--- config.mk ---
export PLATFORM = sky130hd
export DESIGN_NAME = clock_adjust_ctrl
export DESIGN_NICKNAME = d
export VERILOG_FILES = /design/src/rtl/clock_pkg.sv /design/src/rtl/key_repeat.sv /design/src/rtl/clock_adjust_ctrl.sv
export SDC_FILE = /design/constraint.sdc
export NUM_CORES = 1
export LEC_CHECK = 0
export CORE_ASPECT_RATIO = 1.5
export CORE_MARGIN = 3
export CORE_UTILIZATION = 55
export DETAILED_ROUTE_END_ITERATION = 8
export GPL_TIMING_DRIVEN = 1
export PLACE_DENSITY = 0.79
export SETUP_SLACK_MARGIN = 0.4
export SLEW_MARGIN = 40
export SYNTH_ARGS = -nofsm -noshare
export SYNTH_HDL_FRONTEND = slang
export SYNTH_SLANG_ARGS = --single-unit
--- constraint.sdc ---
create_clock -name clk -period 2.55 [get_ports clk]
set_input_delay 0.3825 -clock clk [delete_from_list [all_inputs] [get_ports clk]]
set_output_delay 0.3825 -clock clk [all_outputs]
set_load 0.02 [all_outputs]
--- src/rtl/clock_pkg.sv ---
// Shared definitions for the time-setting controller: state encoding,
// step operation type, field indexing helpers and default field limits.
package clock_pkg;

    localparam int DEF_NUM_FIELDS = 3;
    localparam int DEF_FIELD_W    = 6;

    // Hours, minutes, seconds maxima; field i sits at [i*FIELD_W +: FIELD_W].
    localparam logic [DEF_NUM_FIELDS*DEF_FIELD_W-1:0] DEF_FIELD_MAX = {6'd23, 6'd59, 6'd59};

    // State index 0 is NORMAL; index k+1 adjusts field k.
    localparam int ST_NORMAL = 0;

    typedef enum logic [1:0] {
        STEP_NONE,
        STEP_INC,
        STEP_DEC
    } step_e;

    // Bits needed to encode NORMAL plus one adjust state per field.
    function automatic int state_width(input int num_fields);
        return $clog2(num_fields + 1);
    endfunction

    // Lowest bit of field idx inside a packed field vector.
    function automatic int field_lsb(input int idx, input int field_w);
        return idx * field_w;
    endfunction

endpackage

--- src/rtl/key_repeat.sv ---
// Hold-to-auto-repeat timer for one key: after the level has been high for
// HOLD_TICKS ticks it emits a step, then one more every RPT_TICKS ticks.
module key_repeat #(
    parameter int HOLD_TICKS = 8,
    parameter int RPT_TICKS  = 2
) (
    input  logic clk,
    input  logic rst,
    input  logic tick_en,
    input  logic level,
    input  logic enable,
    output logic repeat_pulse
);

    localparam int CW = $clog2(HOLD_TICKS + 1);
    localparam logic [CW-1:0] HOLD_LAST = CW'(HOLD_TICKS - 1);
    // Reloading to HOLD-RPT after each step makes the next step land RPT ticks later.
    localparam logic [CW-1:0] RELOAD    = CW'(HOLD_TICKS - RPT_TICKS);

    logic [CW-1:0] hold_cnt;
    logic          active;

    assign active       = level & enable;
    assign repeat_pulse = active & tick_en & (hold_cnt == HOLD_LAST);

    // Count ticks while the key is held; drop to zero the moment it is released.
    always_ff @(posedge clk or posedge rst) begin
        if (rst) begin
            hold_cnt <= '0;
        end else if (!active) begin
            hold_cnt <= '0;
        end else if (tick_en) begin
            // NOTE: state registers use non-blocking assignment so every flop samples pre-edge values.
            hold_cnt <= repeat_pulse ? RELOAD : hold_cnt + 1'b1;
        end
    end

endmodule

--- src/rtl/clock_adjust_ctrl.sv ---
// Time-setting controller: cycles through the adjustable fields on mode
// presses, steps the active field with wrap on inc/dec (including auto-repeat),
// returns to NORMAL after inactivity and drives the display blink mask.
module clock_adjust_ctrl
    import clock_pkg::*;
#(
    parameter int                                NUM_FIELDS  = DEF_NUM_FIELDS,
    parameter int                                FIELD_W     = DEF_FIELD_W,
    parameter logic [NUM_FIELDS*FIELD_W-1:0]     FIELD_MAX   = DEF_FIELD_MAX,
    parameter int                                HOLD_TICKS  = 8,
    parameter int                                RPT_TICKS   = 2,
    parameter int                                TMO_TICKS   = 1000,
    parameter int                                BLINK_TICKS = 50
) (
    input  logic                          clk,
    input  logic                          rst,
    input  logic                          tick_en,
    input  logic                          key_mode_pulse,
    input  logic                          key_inc_pulse,
    input  logic                          key_dec_pulse,
    input  logic                          key_inc_level,
    input  logic                          key_dec_level,
    input  logic [NUM_FIELDS*FIELD_W-1:0] time_in,
    output logic                          time_count_en,
    output logic                          load_en,
    output logic [NUM_FIELDS*FIELD_W-1:0] time_out,
    output logic [NUM_FIELDS-1:0]         adj_field,
    output logic [NUM_FIELDS-1:0]         blank_mask
);

    localparam int SW = state_width(NUM_FIELDS);
    localparam int TW = $clog2(TMO_TICKS + 1);
    localparam int BW = $clog2(BLINK_TICKS + 1);

    localparam logic [SW-1:0] S_NORMAL   = SW'(ST_NORMAL);
    localparam logic [SW-1:0] S_TOP      = SW'(NUM_FIELDS);
    localparam logic [TW-1:0] TMO_LAST   = TW'(TMO_TICKS - 1);
    localparam logic [BW-1:0] BLINK_LAST = BW'(BLINK_TICKS - 1);

    logic [SW-1:0]                  state;
    logic [SW-1:0]                  state_nx;
    logic [TW-1:0]                  tmo_cnt;
    logic [BW-1:0]                  blink_cnt;
    logic                           phase;
    logic                           in_adj;
    logic                           inc_rpt;
    logic                           dec_rpt;
    logic                           inc_req;
    logic                           dec_req;
    logic                           activity;
    logic                           tmo_hit;
    step_e                          op;
    logic [NUM_FIELDS*FIELD_W-1:0]  step_val;

    // Wrap-around step of a single field value.
    function automatic logic [FIELD_W-1:0] step_field(
        input logic [FIELD_W-1:0] v,
        input logic [FIELD_W-1:0] mx,
        input step_e              how
    );
        case (how)
            STEP_INC: return (v == mx) ? '0 : v + 1'b1;
            STEP_DEC: return (v == '0) ? mx : v - 1'b1;
            default:  return v;
        endcase
    endfunction

    assign in_adj        = (state != S_NORMAL);
    assign time_count_en = ~in_adj;

    key_repeat #(
        .HOLD_TICKS (HOLD_TICKS),
        .RPT_TICKS  (RPT_TICKS)
    ) u_inc_repeat (
        .clk          (clk),
        .rst          (rst),
        .tick_en      (tick_en),
        .level        (key_inc_level),
        .enable       (in_adj),
        .repeat_pulse (inc_rpt)
    );

    key_repeat #(
        .HOLD_TICKS (HOLD_TICKS),
        .RPT_TICKS  (RPT_TICKS)
    ) u_dec_repeat (
        .clk          (clk),
        .rst          (rst),
        .tick_en      (tick_en),
        .level        (key_dec_level),
        .enable       (in_adj),
        .repeat_pulse (dec_rpt)
    );

    assign inc_req  = key_inc_pulse | inc_rpt;
    assign dec_req  = key_dec_pulse | dec_rpt;
    assign activity = key_mode_pulse | key_inc_pulse | key_dec_pulse
                    | key_inc_level | key_dec_level;
    assign tmo_hit  = in_adj & tick_en & ~activity & (tmo_cnt == TMO_LAST);

    // Decode the one-hot active field from the state index.
    always_comb begin
        // NOTE: every always_comb output gets a default first so no path can infer a latch.
        adj_field = '0;
        for (int i = 0; i < NUM_FIELDS; i++) begin
            if (state == SW'(i + 1)) adj_field[i] = 1'b1;
        end
    end

    assign blank_mask = (key_inc_level | key_dec_level) ? '0
                                                        : (adj_field & {NUM_FIELDS{phase}});

    // Resolve the step request: mode wins, and a simultaneous inc+dec cancels.
    always_comb begin
        op = STEP_NONE;
        if (in_adj && !key_mode_pulse && (inc_req ^ dec_req)) begin
            op = inc_req ? STEP_INC : STEP_DEC;
        end
    end

    // Next state: mode walks NORMAL->top field->...->field 0->NORMAL; timeout exits.
    always_comb begin
        state_nx = state;
        if (key_mode_pulse) begin
            state_nx = (state == S_NORMAL) ? S_TOP : state - 1'b1;
        end else if (tmo_hit) begin
            state_nx = S_NORMAL;
        end
    end

    // Step only the active field; all others pass through from time_in.
    always_comb begin
        step_val = time_in;
        for (int i = 0; i < NUM_FIELDS; i++) begin
            if (adj_field[i]) begin
                step_val[field_lsb(i, FIELD_W) +: FIELD_W] =
                    step_field(time_in[field_lsb(i, FIELD_W) +: FIELD_W],
                               FIELD_MAX[field_lsb(i, FIELD_W) +: FIELD_W], op);
            end
        end
    end

    // State register, registered load strobe, timeout and blink timers.
    always_ff @(posedge clk or posedge rst) begin
        if (rst) begin
            state     <= S_NORMAL;
            load_en   <= 1'b0;
            time_out  <= '0;
            tmo_cnt   <= '0;
            blink_cnt <= '0;
            phase     <= 1'b0;
        end else begin
            state   <= state_nx;
            load_en <= (op != STEP_NONE);
            if (op != STEP_NONE) time_out <= step_val;

            if (!in_adj || activity) begin
                tmo_cnt <= '0;
            end else if (tick_en) begin
                tmo_cnt <= tmo_cnt + 1'b1;
            end

            // Blink restarts from the visible phase whenever the active field changes.
            if (!in_adj || (state_nx != state)) begin
                blink_cnt <= '0;
                phase     <= 1'b0;
            end else if (tick_en) begin
                if (blink_cnt == BLINK_LAST) begin
                    blink_cnt <= '0;
                    phase     <= ~phase;
                end else begin
                    blink_cnt <= blink_cnt + 1'b1;
                end
            end
        end
    end

endmodule

* After elaboration in Yosys (flattened, before gate mapping)
Cells that the tools add are included.
Storage, ports and cells: register bits after elaboration 46
Operators by class: add/sub/neg operators 11, equality and inequality tests 15, mux-type cells 35, bitwise operators 21, reductions and logical operators 16
Operators with widths (number):
- 2-to-1 mux 6 bit | 12
- one-hot mux 6 bit (2 select lines) | 3
- adder 6 x 1 -> 6 bit, second input constant | 4
- 2-to-1 mux 4 bit | 6
- 2-to-1 mux 10 bit | 2
- equality test 6 bit, second input constant | 3
- zero test 6 bit | 3
- subtractor 6 x 1 -> 6 bit, second input constant | 3
- adder 10 x 1 -> 10 bit, second input constant | 1
- equality test 10 bit, second input constant | 1
- 2-to-1 mux 2 bit | 5
- nonzero test 2 bit | 5
- bitwise AND 1 bit | 9
- adder 4 x 1 -> 4 bit, second input constant | 2
- equality test 4 x 3 -> 1 bit, second input constant | 2
- OR 1 bit | 7
- equality test 2 bit, second input constant | 3
- equality test 6 x 5 -> 1 bit, second input constant | 1
- 2-to-1 mux 1 bit | 6
- equality test 2 x 1 -> 1 bit, second input constant | 2
- inequality test 2 bit, second input constant | 2
- bitwise AND 3 bit | 1
- 2-to-1 mux 3 bit | 1
- NOT 1 bit | 3
- other kinds (8) | 11

* Logic depth before layout (Yosys ltp)
depth in word-level cells 13, gate-level depth with buffers 8, mapped depth without buffers 8

* Modules after synthesis
From an unflattened synthesis, not the netlist that was laid out.
Unflattened totals: cells, all modules 379, area, all modules 3306.9 um^2
By module, submodules not included:
- clock_adjust_ctrl | instances 1, cells an instance 333, area each 2811.4 um^2
- key_repeat | instances 2, cells an instance 23, area each 247.7 um^2

* Worst setup path before layout
Ideal clock, no wire load.
path type register to register, start register state[0], end register time_out[17], library setup time 104 ps, arrival time 2091 ps, path slack 356 ps, cell stages (with the launch flop) 8, path buffers 0, period minus slack after synthesis 2194 ps, path through dfrtp_1 -> inv_1 -> ha_1 -> or3_1 -> a31o_2 -> or2_1 -> o221a_1 -> o311ai_1
On the way: word-level cells in the longest chain between the ends 11
Ends and longest elaborated chain:
- from (decl) | RTL line clock_adjust_ctrl.sv:40 | logic [SW-1:0] state;
- from (signal assigned) | RTL line clock_adjust_ctrl.sv:153 | state <= state_nx;
- nonzero test 2 bit | RTL line clock_adjust_ctrl.sv:68 | assign in_adj = (state != S_NORMAL);
- bitwise AND 1 bit | RTL line key_repeat.sv:23 | assign active = level & enable;
- bitwise AND 1 bit (2 in series) | RTL line key_repeat.sv:24 | assign repeat_pulse = active & tick_en & (hold_cnt == HOLD_LAST);
- OR 1 bit, on equally long branches | RTL line clock_adjust_ctrl.sv:95, clock_adjust_ctrl.sv:96
- bitwise XOR 1 bit | RTL line clock_adjust_ctrl.sv:116 | if (in_adj && !key_mode_pulse && (inc_req ^ dec_req)) begin
- logical AND 1 bit | RTL line clock_adjust_ctrl.sv:116
- 2-to-1 mux 2 bit | RTL line clock_adjust_ctrl.sv:116
- equality test 2 bit / equality test 2 x 1 -> 1 bit (equally long branches) | RTL line clock_adjust_ctrl.sv:61 | case (how)
- one-hot mux 6 bit (2 select lines) | RTL line clock_adjust_ctrl.sv:61
- 2-to-1 mux 6 bit | RTL line clock_adjust_ctrl.sv:135 | if (adj_field[i]) begin
- to (signal assigned) | RTL line clock_adjust_ctrl.sv:155 | if (op != STEP_NONE) time_out <= step_val;
- to (decl) | RTL line clock_adjust_ctrl.sv:26 | output logic [NUM_FIELDS*FIELD_W-1:0] time_out,
Parallel ways exist; a longest one is shown, timed or not. A chain may end at the register's enable or synchronous reset.

* Worst setup path in the final report
Ends and elaborated chain as after synthesis.

==> metrics.yaml <==
die:
  die_x_microns: 69.4
  core_sq_um: 5830
  initial_core_util_pct: 56.9
  die_h_microns: 101
  num_rows: 34
  ios: 52
  dieArea_sq_um: 7020
critical_path:
  reg2reg_from: "state[0]"
  crit_fanout: 6
  critPathArrivalTime_ps: 2350
  startpoint_type: "register"
  path_class: "reg -> reg"
  critical_path.endpoint_type: "register"
  rr_worst_depth: 8
  required_ps: 2760
  r2r_slack_ps: 410
  worstReg2RegEnd: "time_out[17]"
yosys:
  synth_edf_count: 0
  synth_top_area_share_pct: 34.7
  ys_async_sr_fraction_pct: 100
  avgSynthCellArea_sq_um: 8.46
  yosysSeqAreaShare_pct: 34.7
  synthDistinctLibCells: 61
  ys_ff_latch: 46
  ys.flop_type: "dfrtp_1"
  syn_nets: 436
  synthCells: 392
  yosys-top-cells-area: "dfrtp_1 35%, ha_1 6.8%, nor2_1 4.8%"
  synth_commonest_cells: "46 x dfrtp_1, 42 x nor2_1, 27 x nand2_1, 24 x o21ai_0, 22 x a21oi_1"
  synth.largest_area_cell: "dfrtp_1"
  synth_most_common_cell: "dfrtp_1"
  synth_warnings: 0
  syn-cell-area_sq_um: 3320
clocking:
  numCtsBuffers: 5
  clk_latency_ps: 310
  cts_buffer_depth: 2
  cts_sinks: 46
  cts-root-buf: "clkbuf_8"
  htreeDepth: 2
  tritoncts: "done"
  clk_pin_slew_ps: 100
detailed_routing:
  remaining_drc_errors: 0
  ant_nets: 0
  drt_iter0_markers: 303
  wl_per_cell_microns: 17.2
  wirelength_microns: 9350
  dr.pass1.iters: 5
  vias: 3408
  vias_per_cell: 6.26
timing:
  max_freq_mhz: 467
  tightest_slew_ps: 540
  finalSetupViolations: 0
  fin_crit_ps: 2140
  fin_skew_ps: 7.32
  timing.slew.headroom_pct: 63.9
  timing.final.crit_share_pct: 84.0
  rsz0062_at_grt: "yes"
  finalMaxSlewViolations: 0
  final_hold_viol_count: 0
  final.setup.worst_slack_ps: 409
  setup_tns_ps: 0
power:
  leakage_nw: 1.80
  p_per_area_nw_per_um2: 711
  vdd.ir_drop.worst_uv: 461
global_route:
  grt_pass1_wl_microns: 15000
  grt_max_degree: 25
  track_usage_pct: 26.3
  gr-total-overflow: 0
  antenna_found_initial: 0
  grt_pass1_vias: 3251
final_layout:
  multi_input_area_sq_um: 2130
  instances_no_fill: 544
  diodes: 0
  final_layout_size_suffix_gt1_share_pct: 16.5
  num-nets-final: 515
  register_area_sq_um: 1150
  num-fill-cells: 442
  syn_to_final_growth_pct: 31.3
placed_design:
  placed_cells: 524
  place_ws_ps: 134
  io_buffers: 51
  gp_congestion: 0.967
  dpl.hpwl_microns: 6890
worst_hold_path:
  hold_path_class: "in -> async"
run_status:
  status: "finished clean"
job:
  max-cap-violations: 0
layer usage:
metal	share of wire (%)	up-vias	global-route usage [%]
met5	0	-	0
met4	4.9	0	16.7
met2	50	148	44.8
li1	-	1602	-
met1	40	1617	30.9
met3	5.8	41	4.19
sequential cells by signal, summed over array words and instances (netlist names):
register               cells
blink_cnt                  6
load_en                    1
phase                      1
state                      2
time_out                  18
tmo_cnt                   10
u_dec_repeat.hold_cnt      4
u_inc_repeat.hold_cnt      4
report_power, final:
group / total, mW / internal (mW) / switching [mW]
combinational: 1.58 / 0.722 / 0.858
clock: 0.493 / 0.219 / 0.274
sequential: 1.02 / 0.904 / 0.120
total: 3.10 / 1.84 / 1.25
cells in the final DEF, fill, tap and decap left out, drive strengths merged, types with 5 or more instances in the layout:
master         netlist  layout
a211oi               5       5
dfrtp               46      46
and3                 7       7
nand4               10      10
nand3               15      15
or3                  5       5
a21oi               23      23
buf                  8      41
mux2i                8       8
ha                  18      18
nor4                 6       6
xor2                 9       9
nor2                43      43
o21ai               25      25
o31ai                8       8
xnor2               10      10
clkdlybuf4s50        0      46
nor3                18      18
inv                 14      14
a31oi                9       9
clkbuf              12       6
nand2               28      28
nor2b                7       7
worst max path at each step:
| stage | start | cells past startpoint | endpoint |
|---|---|---|---|
| 6_report | state[0] | 8 | time_out[17] |
| 5_1_grt | state[0] | 8 | time_out[17] |
| 4_1_cts | u_inc_repeat.hold_cnt[0] | 7 | time_out[2] |
| 3_5_place_dp | key_dec_pulse | 6 | time_out[17] |
| 3_3_place_gp | key_mode_pulse | 7 | time_out[9] |
| 2_1_floorplan | state[0] | 7 | time_out[7] |
cells by family after synthesis:
| logic type | after synthesis | share of synthesized area (%) |
|---|---|---|
| buffers and inverters | 36 | 4.49 |
| XOR/XNOR | 19 | 5.24 |
| AO/OA/AOI/OAI | 102 | 20.8 |
| AND/OR/NAND/NOR | 162 | 25.2 |
| adder cells (fa/ha/maj) | 18 | 6.79 |
| multiplexers | 9 | 2.75 |
| flip-flops | 46 | 34.7 |
critical path, stage by stage (launching register included):
cell	delay, ps
dfrtp_1	400
inv_2	60
ha_4	170
and4bb_2	350
a31oi_4	160
buf_4	180
or2_4	270
o221a_1	210
o311ai_1	230
repair_timing:
item	CTS	global route
resized for setup	18	20
buffers inserted	6	6
endpoints found under the hold margin	0	0
pin swaps	3	9
setup endpoints to repair	24	18
hold buffers	0	0
metrics by stage:
step                cell area (sq um)  util (%)  total power, mW  hold slack [ps]
floorplan                        3320         -             1.84              480
global placement                 4050      69.5             2.45              493
detailed placement               4050      69.5             2.48              506
CTS                              4240      72.8             3.04              432
global route                     4360      74.8             3.27              454
finish                           4360      74.8             3.10              430
area by class of cell:
cell class	count	area share [%]
clock buffers	6	1.90
clock inverters	2	0.287
inverters	16	1.41
multi-input cells	310	48.9
flip-flops and latches	46	26.4
well taps	72	2.07
repair buffers	92	19.0
(Power assumes the default switching activity.)
